===== src/rtl/chan_mux_pkg.sv =====
// chan_mux_pkg: shared types and helpers for the channel display mux.
// Used by chan_mux_seq, chan_mux_timer and chan_mux_seq_if.
package chan_mux_pkg;

   typedef enum logic {SHOW, BLNK} state_t;

   function automatic int cw(input int n);
      return (n > 1) ? $clog2(n) : 1;
   endfunction

   // First enabled channel after cur, wrapping; cur when none other.
   function automatic logic [3:0] next_ch(
      input logic [3:0]  cur,
      input logic [15:0] mask,
      input int          n
   );
      logic [3:0] r;
      int         idx;
      r = cur;
      for (int i = n - 1; i >= 1; i--) begin
         idx = (int'(cur) + i) % n;
         if (mask[idx[3:0]]) r = idx[3:0];
      end
      return r;
   endfunction

endpackage


===== src/rtl/chan_mux_seq_if.sv =====
// chan_mux_seq_if: source/display bundle for chan_mux_seq.
// With CHMUX_MASK_EN defined the bundle carries ch_en.
interface chan_mux_seq_if #(
   parameter int N_CH  = 4,
   parameter int WIDTH = 3
);
   import chan_mux_pkg::*;
   localparam int CW = cw(N_CH);

   logic [N_CH*WIDTH-1:0] src;
   logic [CW-1:0]         sel;
   logic                  mode;
   logic [WIDTH-1:0]      result;
   logic [CW-1:0]         active_ch;
   logic                  switching;
`ifdef CHMUX_MASK_EN
   logic [N_CH-1:0]       ch_en;

   modport master (
      output src, sel, mode, ch_en,
      input  result, active_ch, switching
   );
   modport slave (
      input  src, sel, mode, ch_en,
      output result, active_ch, switching
   );
`else
   modport master (
      output src, sel, mode,
      input  result, active_ch, switching
   );
   modport slave (
      input  src, sel, mode,
      output result, active_ch, switching
   );
`endif
endinterface


===== src/rtl/chan_mux_timer.sv =====
// chan_mux_timer: dwell and blank counters with load/expire strobes.
module chan_mux_timer
   import chan_mux_pkg::*;
#(
   parameter int DWELL = 8,
   parameter int BLANK = 1
) (
   input  logic clk,
   input  logic rst,
   input  logic dw_clr,
   input  logic dw_run,
   input  logic bl_load,
   input  logic bl_run,
   output logic dw_exp,
   output logic bl_exp
);
   localparam int DW = cw(DWELL);
   localparam int BW = cw(BLANK);
   localparam int BL = (BLANK > 0) ? BLANK - 1 : 0;

   logic [DW-1:0] dw_cnt;
   logic [BW-1:0] bl_cnt;

   assign dw_exp = (dw_cnt == DW'(DWELL - 1));
   assign bl_exp = (bl_cnt == '0);

   always_ff @(posedge clk) begin
      if (rst)
         dw_cnt <= '0;
      else if (dw_clr)
         dw_cnt <= '0;
      else if (dw_run)
         dw_cnt <= dw_exp ? '0 : dw_cnt + 1'b1;
   end

   always_ff @(posedge clk) begin
      if (rst)
         bl_cnt <= '0;
      else if (bl_load)
         bl_cnt <= BW'(BL);
      else if (bl_run && !bl_exp)
         bl_cnt <= bl_cnt - 1'b1;
   end

endmodule


===== src/rtl/chan_mux_seq.sv =====
// chan_mux_seq: registered N-channel display selector with blanking.
// Define CHMUX_MASK_EN to add per-channel enables (bus.ch_en).
module chan_mux_seq
   import chan_mux_pkg::*;
#(
   parameter int N_CH  = 4,
   parameter int WIDTH = 3,
   parameter int DWELL = 8,
   parameter int BLANK = 1
) (
   input logic           clk,
   input logic           rst,
   chan_mux_seq_if.slave bus
);
   localparam int CW = cw(N_CH);
   localparam int EW = 1 << CW;

   state_t           state;
   logic [WIDTH-1:0] res_q;
   logic [CW-1:0]    ch_q;
   logic             sw_q;

   logic [WIDTH-1:0] ch_v [N_CH];
   logic [N_CH-1:0]  en;
   logic [EW-1:0]    en_x;
   logic [CW-1:0]    nxt;
   logic [CW-1:0]    tgt;
   logic             any_en;
   logic             cur_ok;
   logic             req_ok;
   logic             go;
   logic             dw_exp;
   logic             bl_exp;
   logic             dw_clr;
   logic             dw_run;
   logic             bl_load;
   logic             bl_run;

   for (genvar k = 0; k < N_CH; k++) begin : g_ch
      assign ch_v[k] = bus.src[k*WIDTH +: WIDTH];
   end

`ifdef CHMUX_MASK_EN
   assign en = bus.ch_en;
`else
   assign en = '1;
`endif

   // Out-of-range sel values land on zero bits and are ignored.
   always_comb begin
      en_x = '0;
      en_x[N_CH-1:0] = en;
   end

   assign any_en = |en;
   assign cur_ok = en_x[ch_q];
   assign req_ok = !bus.mode && en_x[bus.sel]
                && (bus.sel != ch_q);
   assign nxt = CW'(next_ch(4'(ch_q), 16'(en), N_CH));

   always_comb begin
      go  = 1'b0;
      tgt = ch_q;
      if (req_ok) begin
         go  = 1'b1;
         tgt = bus.sel;
      end else if (!cur_ok) begin
         go  = 1'b1;
         tgt = nxt;
      end else if (bus.mode && dw_exp && state == SHOW) begin
         go  = (nxt != ch_q);
         tgt = nxt;
      end
   end

   assign dw_clr  = !bus.mode || !any_en
                 || (state == SHOW && go);
   assign dw_run  = (state == SHOW);
   assign bl_load = (state == SHOW) && go;
   assign bl_run  = (state == BLNK);

   chan_mux_timer #(
      .DWELL (DWELL),
      .BLANK (BLANK)
   ) u_timer (
      .clk     (clk),
      .rst     (rst),
      .dw_clr  (dw_clr),
      .dw_run  (dw_run),
      .bl_load (bl_load),
      .bl_run  (bl_run),
      .dw_exp  (dw_exp),
      .bl_exp  (bl_exp)
   );

   always_ff @(posedge clk) begin
      if (rst) begin
         state <= SHOW;
         res_q <= '0;
         ch_q  <= '0;
         sw_q  <= 1'b0;
      end else if (!any_en) begin
         state <= SHOW;
         res_q <= '0;
         sw_q  <= 1'b0;
      end else begin
         ch_q <= tgt;
         unique case (state)
            SHOW: begin
               if (go && BLANK > 0) begin
                  state <= BLNK;
                  res_q <= '0;
                  sw_q  <= 1'b1;
               end else begin
                  res_q <= ch_v[tgt];
               end
            end
            BLNK: begin
               if (bl_exp) begin
                  state <= SHOW;
                  sw_q  <= 1'b0;
                  res_q <= ch_v[tgt];
               end
            end
         endcase
      end
   end

   assign bus.result    = res_q;
   assign bus.active_ch = ch_q;
   assign bus.switching = sw_q;

endmodule

===== src/flat_wrapper.sv =====
// flat-port wrapper written by rule: the top's interface ports become plain ports
module chan_mux_seq_flat import chan_mux_pkg::*;
#(
   parameter int N_CH  = 4,
   parameter int WIDTH = 3,
   parameter int DWELL = 8,
   parameter int BLANK = 1
)
  (clk, rst, bus_src, bus_sel, bus_mode, bus_result, bus_active_ch, bus_switching);
  chan_mux_seq_if #(.N_CH(N_CH), .WIDTH(WIDTH)) bus_i ();
  input logic clk;
  input logic rst;
  input wire logic [$bits(bus_i.src)-1:0] bus_src;
  input wire logic [$bits(bus_i.sel)-1:0] bus_sel;
  input wire logic [$bits(bus_i.mode)-1:0] bus_mode;
  output wire logic [$bits(bus_i.result)-1:0] bus_result;
  output wire logic [$bits(bus_i.active_ch)-1:0] bus_active_ch;
  output wire logic [$bits(bus_i.switching)-1:0] bus_switching;
  assign bus_i.src = bus_src;
  assign bus_i.sel = bus_sel;
  assign bus_i.mode = bus_mode;
  assign bus_result = bus_i.result;
  assign bus_active_ch = bus_i.active_ch;
  assign bus_switching = bus_i.switching;
  chan_mux_seq #(.N_CH(N_CH), .WIDTH(WIDTH), .DWELL(DWELL), .BLANK(BLANK)) u_core (.clk(clk), .rst(rst), .bus(bus_i));
endmodule

===== config.mk =====
export PLATFORM = sky130hd
export DESIGN_NAME = chan_mux_seq_flat
export DESIGN_NICKNAME = d
export VERILOG_FILES = /design/src/rtl/chan_mux_pkg.sv /design/src/rtl/chan_mux_seq_if.sv /design/src/rtl/chan_mux_timer.sv /design/src/rtl/chan_mux_seq.sv /design/src/flat_wrapper.sv
export SDC_FILE = /design/constraint.sdc
export NUM_CORES = 1
export LEC_CHECK = 0
export CAP_MARGIN = 20
export CORE_MARGIN = 8
export CORE_UTILIZATION = 43
export DETAILED_ROUTE_END_ITERATION = 16
export PLACE_DENSITY = 0.8
export SKIP_LAST_GASP = 1
export SLEW_MARGIN = 30
export SYNTH_ARGS = -nofsm -noshare
export SYNTH_HDL_FRONTEND = slang
export SYNTH_SLANG_ARGS = --single-unit

===== constraint.sdc =====
create_clock -name clk -period 3.2 [get_ports clk]
set_input_delay 0.64 -clock clk [delete_from_list [all_inputs] [get_ports clk]]
set_output_delay 0.64 -clock clk [all_outputs]
set_load 0.01 [all_outputs]

**Word level (Yosys, flattened, before mapping)**

Memories as Yosys holds them, arrays and structs flattened.
Index checks and enable logic that the tools add are counted.

- Reduce and logical (&&, ||, !) cells: 14
- Bitwise gates (word level): 5
- Add/subtract/negate cells: 5
- Magnitude comparators: 6
- Equal/unequal tests: 5
- Muxes and demuxes: 29

Operators with widths:

| operator | count |
|---|---|
| $lt 4x5->1 const B | 3 |
| $mux 3 | 5 |
| $mux 1 | 12 |
| $mux 2 | 6 |
| $reduce_or 2->1 | 5 |
| $bmux 3 s2 | 1 |
| $logic_and 1x1->1 | 6 |
| $lt 2x3->1 const B | 2 |
| $pmux 3 s2 | 1 |
| $add 2x2->2 const B | 2 |
| $bmux 1 s2 | 2 |
| $ne 2x2->1 | 2 |
| $pmux 1 s2 | 2 |
| $add 3x1->3 const B | 1 |
| $and 1x1->1 const A | 3 |
| $eq 3x3->1 const B | 1 |
| $ge 3x3->1 const B | 1 |
| $not 2->3 | 1 |
| $add 2x1->2 const B | 1 |
| $ne 2x1->1 const B | 1 |
| $ne 2x2->1 const B | 1 |
| $reduce_and 2->1 | 1 |
| $logic_not 1->1 | 1 |
| $logic_or 1x1->1 | 1 |
| 2 further kinds | 2 |

- Register bits after elaboration: 11
- Memories kept: 3
- Output and inout port bits: 6
- Memory bits (read-only): 24
- Bits of input ports: 17
- Word-level logic and storage cells: 73

Memories:

| memory | depth | bits a word | read ports | clocked after Yosys merged registers in | wr ports | RTL line | source |
|---|---|---|---|---|---|---|---|
| (no name shown) | 8 | 1 | 1 | 0 | 0 | chan_mux_pkg.sv:22 | `if (mask[idx[3:0]]) r = idx[3:0];` |
| (no name shown) | 8 | 1 | 1 | 0 | 0 | chan_mux_pkg.sv:22 |  |
| (no name shown) | 8 | 1 | 1 | 0 | 0 | chan_mux_pkg.sv:22 |  |

**Longest topological paths before layout**

Gate-level depths: netlist of the first run.

- Depth after elaboration: 17
- Depth in mapped cells: 7
- Mapped depth without buffers: 7

**By module**

A second synthesis of the first run with hierarchy kept.

- Cell total of the unflattened synthesis: 81
- Area total of the unflattened synthesis: 764.5 um^2

Modules (own cells, without submodules):

| module | seq. area each (um^2) | cells each | instances | area each (um^2) |
|---|---|---|---|---|
| chan_mux_seq | 140.1 | 66 | 1 | 591.8 |
| chan_mux_timer | 80.1 | 15 | 1 | 172.7 |

**Worst setup path after synthesis of the first run**

Ideal clock, no wire load.

- Kind: register to register
- Start: register u_core.u_timer.dw_cnt[0]
- End: register u_core.res_q[1] (netlist: u_core.bus.result[1])
- Arrival time: 1.903 ns
- Path slack: 1.180 ns
- Stages on the path, launching flop included: 8
- Buffers on the path: 0
- Required time: 3.083 ns
- Clock period less this slack: 2.020 ns
- Setup time: 0.117 ns
- Cell sequence: dfxtp_1 > ha_1 > ha_1 > nand2b_1 > xnor2_2 > mux2i_4 > mux4_2 > a22o_1

- Cells in the longest elaborated chain, start to end: 12
- Elaborated cells on any way between the ends: 16
- Those cells by class: eq/ne (1); mux (12); bitwise (1); reduce/logical (2)

RTL lines:

| what | RTL line | source |
|---|---|---|
| from (decl) | chan_mux_timer.sv:21 | `logic [DW-1:0] dw_cnt;` |
| from (signal assigned) | chan_mux_timer.sv:33 | `dw_cnt <= dw_exp ? '0 : dw_cnt + 1'b1;` |
| $eq 3x3->1 * | chan_mux_timer.sv:24 | `assign dw_exp = (dw_cnt == DW'(DWELL - 1));` |
| $logic_and 1x1->1 * (2 in a row) | chan_mux_seq.sv:70 | `end else if (bus.mode && dw_exp && state == SHOW) begin` |
| $mux 2 | chan_mux_seq.sv:70 |  |
| $mux 2 | chan_mux_seq.sv:67 | `end else if (!cur_ok) begin` |
| $mux 2 | chan_mux_seq.sv:64 | `if (req_ok) begin` |
| $not 2->3 (implied by the code) | chan_mux_seq.sv:115, chan_mux_seq.sv:122 |  |
| $bmux 3 s2 | chan_mux_seq.sv:115, chan_mux_seq.sv:122 |  |
| $mux 3 (implied by the code) (2 in a row) | chan_mux_seq.sv:115, chan_mux_seq.sv:122 |  |
| $mux 3, on equally long branches | chan_mux_seq.sv:119, chan_mux_seq.sv:110 |  |
| $pmux 3 s2 * | chan_mux_seq.sv:108 | `unique case (state)` |
| to (signal assigned) | chan_mux_seq.sv:115 | `res_q <= ch_v[tgt];` |
| to (signal assigned) | chan_mux_seq.sv:122 | `res_q <= ch_v[tgt];` |
| to (decl) | chan_mux_seq.sv:19 | `logic [WIDTH-1:0] res_q;` |

Mark *: on every way between the ends. The rest lies on a longest branch, timed or not. The select of a mux whose other input is x is not followed.
A chain may end at the register's enable or synchronous reset.

**Worst setup path in the final report of the first run**

- Start: input bus_mode
- End: register u_core.res_q[1] (netlist: u_core.bus.result[1])

- Cells in the longest elaborated chain, start to end: 11
- Elaborated cells on any way between the ends: 18
- Those cells by class: mux (12); bitwise (1); reduce/logical (5)

RTL lines:

| what | RTL line | source |
|---|---|---|
| from (decl) | flat_wrapper.sv:15 | `input wire logic [$bits(bus_i.mode)-1:0] bus_mode;` |
| $logic_and 1x1->1 (2 in a row) | chan_mux_seq.sv:70 |  |
| $mux 2 | chan_mux_seq.sv:70 |  |
| $mux 2 | chan_mux_seq.sv:67 |  |
| $mux 2 | chan_mux_seq.sv:64 |  |
| $not 2->3 (implied by the code) | chan_mux_seq.sv:115, chan_mux_seq.sv:122 |  |
| $bmux 3 s2 | chan_mux_seq.sv:115, chan_mux_seq.sv:122 |  |
| $mux 3 (implied by the code) (2 in a row) | chan_mux_seq.sv:115, chan_mux_seq.sv:122 |  |
| $mux 3, on equally long branches | chan_mux_seq.sv:119, chan_mux_seq.sv:110 |  |
| $pmux 3 s2 * | chan_mux_seq.sv:108 |  |

Marks and branches as above.

==> results of run 1 <==
per-stage QoR:
step	std cells	worst slack, ps	hold WS (ps)
finish	91	955.0	477.2
global route	91	851.9	517.3
CTS	91	941.8	477.8
detailed placement	87	670.5	460.2
global placement	87	707.7	467.1
floorplan	51	1180	461.3
path summary, 6_finish.rpt:
path,endpoint,cells past startpoint
setup / recovery,u_core.bus.result[1],4
hold / removal,u_core.bus.result[1],1
setup reg to reg,u_core.bus.result[1],7
hold reg to reg,u_core.bus.result[1],1
power groups by stage:
stage	sequential, mW	clock [mW]	combinational (mW)
3_5_place_dp	0.156	0	0.0725
3_3_place_gp	0.156	0	0.0712
5_1_grt	0.154	0.104	0.0784
4_1_cts	0.153	0.0985	0.0728
6_report	0.152	0.0956	0.0720
2_1_floorplan	0.156	0	0.0335
critical path, stage by stage:
cell and delay, ps:
clkdlybuf4s50_1 610, mux2i_4 370, mux4_2 540, a22o_1 240
cell type report:
type	instances	area (um2)
multi-input combinational	39	335.3
fill	111	446.7
tap	15	18.77
clock buffer	3	22.52
clock inverter	1	5.005
sequential	11	220.2
timing repair buffer	22	220.2
metal layers:
metal | up-vias | routed length (um) | track usage (%)
li1 | 237 | - | -
met1 | 217 | 544 | 11.62
met2 | 4 | 709 | 17.60
met3 | 2 | 34 | 2.273
met4 | 0 | 19 | 5.172
met5 | - | 0 | 0
sequential cells by signal (all words and copies together) (netlist names):
register / count
u_core.bus.switching: 1
u_core.bl_run: 1
u_core.bus.active_ch: 2
u_core.u_timer.bl_cnt: 1
u_core.u_timer.dw_cnt: 3
u_core.bus.result: 3
placed cells by master (no fill, tap or decap), drive strengths merged, types with 2 or more instances in the layout:
cell type,instances
clkdlybuf4s50,22
xor2,2
a21oi,5
xnor2,2
nand2b,4
clkbuf,3
ha,2
mux4,3
mux2i,2
dfxtp,11
nor3b,2
nor2,8
a22o,3
kinds of logic after synthesis:
family	count (synthesis)	share of synthesized area, %
flops	11	39.11
buf+inv	1	1.334
compound gates	10	11.78
xor+xnor	4	7.557
mux	5	17.78
simple gates	18	18.00
fa+ha+maj	2	4.444
==> impl_metrics.yaml, run 1 <==
floorplan:
  dieArea_mm2: 0.002723
  core_area_mm2: 0.001269
  fp-row-count: 13
  die_h_um: 52.19
  die_w_um: 52.19
  start_util_pct: 44.38
  ios: 23
synthesis:
  synth.ff_latch_count: 11
  synthTopCellsByCount: "dfxtp_1 (11), nor2_1 (8), a21oi_1 (5)"
  async_flop_share_pct: 0
  synth_edf_count: 0
  synth_top_area_share_pct: 39.11
  netlist_instances: 51
  ys.flop_type: "dfxtp_1"
  synth.yosys.seq_area_share_pct: 39.11
  synth_area_um2: 563.0
  synth.avg_cell_area_um2: 11.04
  yosys_warnings: 0
  synth_top_cell_by_area: "dfxtp_1"
  synthTopCellsByArea: "dfxtp_1 (39%), mux4_2 (12%), nor2_1 (5.3%), a22o_1 (4.7%), a21oi_1 (4.4%)"
  synth_cell_types: 20
  syn-num-nets: 70
  yosysMostFrequentCell: "dfxtp_1"
critical_path:
  arrival_ps: 2400
  cp-end-kind: "register"
  r2r-start: "u_core.u_timer.dw_cnt[0]"
  worstSetupPathType: "in2reg"
  crit_path_max_fanout: 5
  reg2reg_slack_ps: 1020
  required_ps: 3360
  start_kind: "input pin"
  critPathLaunch: "bus_mode"
global_routing:
  antenna_found_initial: 0
  gr-usage-all-layers_pct: 10.27
  gr-total-overflow: 0
  grt_pass1_wl_mm: 2.139
  grt_pass1_vias: 494
  grt_max_degree: 15
sta:
  maxSlewHeadroom_pct: 67.83
  fmax_ghz: 0.4454
  setup_tns_ps: 0
  tightest_slew_ps: 479.6
  setup_viol: 0
  finalCriticalPeriod_ps: 2245
  rsz0062_at_grt: "false"
  slew_violations: 0
  clock_skew_ps: 4.755
  hold_viol_final: 0
  final.period_utilization_pct: 70.16
cts:
  clk_path_buf_depth: 2
  path_clk_slew_ps: 70
  cts_setup_buffers: 0
  root_buffer: "clkbuf_4"
  htree_levels: 1
  clock-sinks: 11
  insertion_delay_ps: 270
  cts_hold_buf: 0
  cts_buffers: 3
  postCtsResizedCells: 0
  cts_tree: "done"
drt:
  vias: 460
  wl_per_cell_um: 14.37
  viasPerCell: 5.055
  drc_errors: 0
  first_iter_violations: 7
  dr.pass1.iters: 4
  ant_nets: 0
  wirelength_mm: 1.308
pwr:
  internal-power_uw: 238.3
  power_density_mw_per_mm2: 389.3
  swShare_pct: 25.54
  power_uw: 320.0
  combPwrFrac_pct: 22.5
  peakVddDrop_uv: 249.1
  switching_power_uw: 81.74
  p_seq_share_pct: 47.6
  cellLeakagePower_nw: 0.3282
  clockPowerShare_pct: 29.9
placed_design:
  dp_hpwl_mm: 1.092
  placed_cell_area_um2: 794.5
  gp_congestion: 0.6921
  port_buffers: 22
status:
  outcome: "finished clean"
cells_and_area:
  fin_nets: 96
  n_antenna_cell: 0
  area_delta_synth_final_pct: 46.00
  utilization_pct: 64.79
  final_area_um2: 822.0
  drive_gt1_share_pct: 11.84
run:
  drv_cap: 0
hold_path:
  hp-class: "reg2reg"
  hp-start: "u_core.bus.result[1]"
(Power assumes the default switching activity.)
==> run 2: changes to the inputs <==
--- a/config.mk
+++ b/config.mk
@@ -7,9 +7,9 @@
 export LEC_CHECK = 0
 export CAP_MARGIN = 20
 export CORE_MARGIN = 8
-export CORE_UTILIZATION = 43
+export CORE_UTILIZATION = 40
 export DETAILED_ROUTE_END_ITERATION = 16
-export PLACE_DENSITY = 0.8
+export PLACE_DENSITY = 0.75
 export SKIP_LAST_GASP = 1
 export SLEW_MARGIN = 30
 export SYNTH_ARGS = -nofsm -noshare
==> constraint.sdc (replaced) <==
create_clock -name clk -period 2.21 [get_ports clk]
set_input_delay 0.442 -clock clk [delete_from_list [all_inputs] [get_ports clk]]
set_output_delay 0.442 -clock clk [all_outputs]
set_load 0.01 [all_outputs]
==> run 2 against run 1 <==
  * Sequential share of layout area fell by 1.0 points
  * Core utilization grew 1.3 points
  * Clock power grew 53%
  * Clock skew decreased by 2.2 ps
  * Flip-flop and latch count unchanged
  * Critical endpoint unchanged
  * Largest cell class unchanged
  * Highest routed layer is now met3
==> impl_metrics.yaml, run 2 (synthesis gave the netlist of run 1 again) <==
pwr:
  internal-power_uw: 354.4
  clockPowerShare_pct: 30.5
  cellLeakagePower_nw: 0.3509
  power_uw: 479.5
  swShare_pct: 26.09
  combPwrFrac_pct: 24.0
  switching_power_uw: 125.1
  power_density_mw_per_mm2: 557.9
  peakVddDrop_uv: 285.8
  p_seq_share_pct: 45.5
cells_and_area:
  layout_commonest_cell: "clkdlybuf4s50_1"
  utilization_pct: 66.06
  fin_nets: 101
  final_cell_mix: "clkdlybuf4s50_1 (22), dfxtp_1 (10), nor2_1 (8)"
  drive_gt1_share_pct: 17.28
  stdcell_count: 96
  final_area_um2: 859.6
  n_antenna_cell: 0
  area_delta_synth_final_pct: 52.67
drt:
  dr.pass1.iters: 4
  first_iter_violations: 10
  wl_per_cell_um: 14.61
  viasPerCell: 5.042
  drc_errors: 0
  wirelength_mm: 1.403
  vias: 484
  ant_nets: 0
sta:
  hold_viol_final: 0
  tightest_slew_ps: 278.2
  finalCriticalPeriod_ps: 2058
  clock_skew_ps: 2.531
  setup_tns_ps: 0
  fmax_ghz: 0.4860
  setup_viol: 0
  maxSlewHeadroom_pct: 81.30
  final.period_utilization_pct: 93.11
  rsz0062_at_grt: "false"
  slew_violations: 0
  holdWs_ps: 492.1
  setup_slack_ps: 152.3
global_routing:
  antenna_found_initial: 0
  gr-usage-all-layers_pct: 9.994
  grt_pass1_vias: 474
  gr-total-overflow: 0
  grt_pass1_wl_mm: 2.070
  grt_max_degree: 14
floorplan:
  start_util_pct: 43.27
  ios: 23
  fp-row-count: 13
  die_h_um: 53.52
  die_w_um: 53.52
  core_area_mm2: 0.001301
  dieArea_mm2: 0.002864
cts:
  path_clk_slew_ps: 80
  cts_tree: "done"
  clk_path_buf_depth: 2
  clock-sinks: 11
  root_buffer: "clkbuf_4"
  cts_buffers: 3
  htree_levels: 1
  cts_hold_buf: 0
  insertion_delay_ps: 270
placed_design:
  gp_congestion: 0.7385
  dp_slack_ps: -7.827
  port_buffers: 22
  dp_hpwl_mm: 1.147
  dpl.cell_count: 92
  placed_cell_area_um2: 832.0
critical_path:
  worstSetupPathType: "reg2reg"
  reg2reg_slack_ps: 150
  start_kind: "register"
  required_ps: 2380
  cp-end-kind: "register"
  crit_path_max_fanout: 4
  arrival_ps: 2230
hold_path:
  hp-class: "reg2reg"
run:
  drv_cap: 0
status:
  outcome: "finished clean"
-- run 2: changes by cell type in the layout (fill, tap and decap cells not counted) --
| cell | before | now |
|---|---|---|
| dfxtp_2 | 0 | 1 |
| dfxtp_1 | 11 | 10 |
| clkbuf_1 | 0 | 1 |
| clkinv_2 | 1 | 0 |
| buf_4 | 0 | 5 |
-- run 2: path summary, 6_finish.rpt --
path,depth (start not counted),start,to
hold reg to reg,2,u_core.u_timer.dw_cnt[1],u_core.u_timer.dw_cnt[1]
setup reg to reg,7,u_core.u_timer.dw_cnt[0],u_core.bus.result[1]
setup / recovery,7,u_core.u_timer.dw_cnt[0],u_core.bus.result[1]
hold / removal,2,u_core.u_timer.dw_cnt[1],u_core.u_timer.dw_cnt[1]
-- run 2: layout make-up --
class,instances,area [um2]
clock buffers,4,26.28
fillers,106,441.7
multi-input cells,39,335.3
flip-flops and latches,11,221.5
well taps,15,18.77
repair buffers,27,257.7
-- run 2: what timing repair did --
| item | in CTS | in global routing |
|---|---|---|
| setup endpoints to repair | 0 | 1 |
| setup buffers | 0 | 0 |
| resized for setup | 0 | 1 |
-- run 2: power by group through the flow --
stage                     registers (mW)  clock network [mW]  logic (mW)
after floorplan                    0.226                   0      0.0485
after global placement             0.222                   0       0.114
after detailed placement           0.223                   0       0.115
after CTS                          0.218               0.149       0.116
after global routing               0.220               0.155       0.124
final                              0.218               0.146       0.115
-- run 2: worst max-delay path, cell delays in order (launching register included) --
cell,delay [ps]
dfxtp_2,330
ha_1,210
ha_1,220
nand2b_1,110
xnor2_2,80
mux2i_4,240
mux4_2,530
a22o_1,240
-- run 2: layer usage --
metal  vias to the layer above  share of wire (%)  GRT usage, %
li1                        247                  -             -
met1                       228                 44         11.59
met2                         9                 52         15.82
met3                         0                3.4         2.801
met4                         0                  0         6.303
met5                         -                  0             0
==> run 3: changes to the inputs <==
--- a/config.mk
+++ b/config.mk
@@ -10,8 +10,9 @@
 export CORE_UTILIZATION = 40
 export DETAILED_ROUTE_END_ITERATION = 16
 export PLACE_DENSITY = 0.75
+export SKIP_CTS_REPAIR_TIMING = 1
 export SKIP_LAST_GASP = 1
-export SLEW_MARGIN = 30
+export SLEW_MARGIN = 20
 export SYNTH_ARGS = -nofsm -noshare
 export SYNTH_HDL_FRONTEND = slang
 export SYNTH_SLANG_ARGS = --single-unit
==> results of run 3 <==
Same layout as run 2: the final DEF is identical, and so are final timing and power.
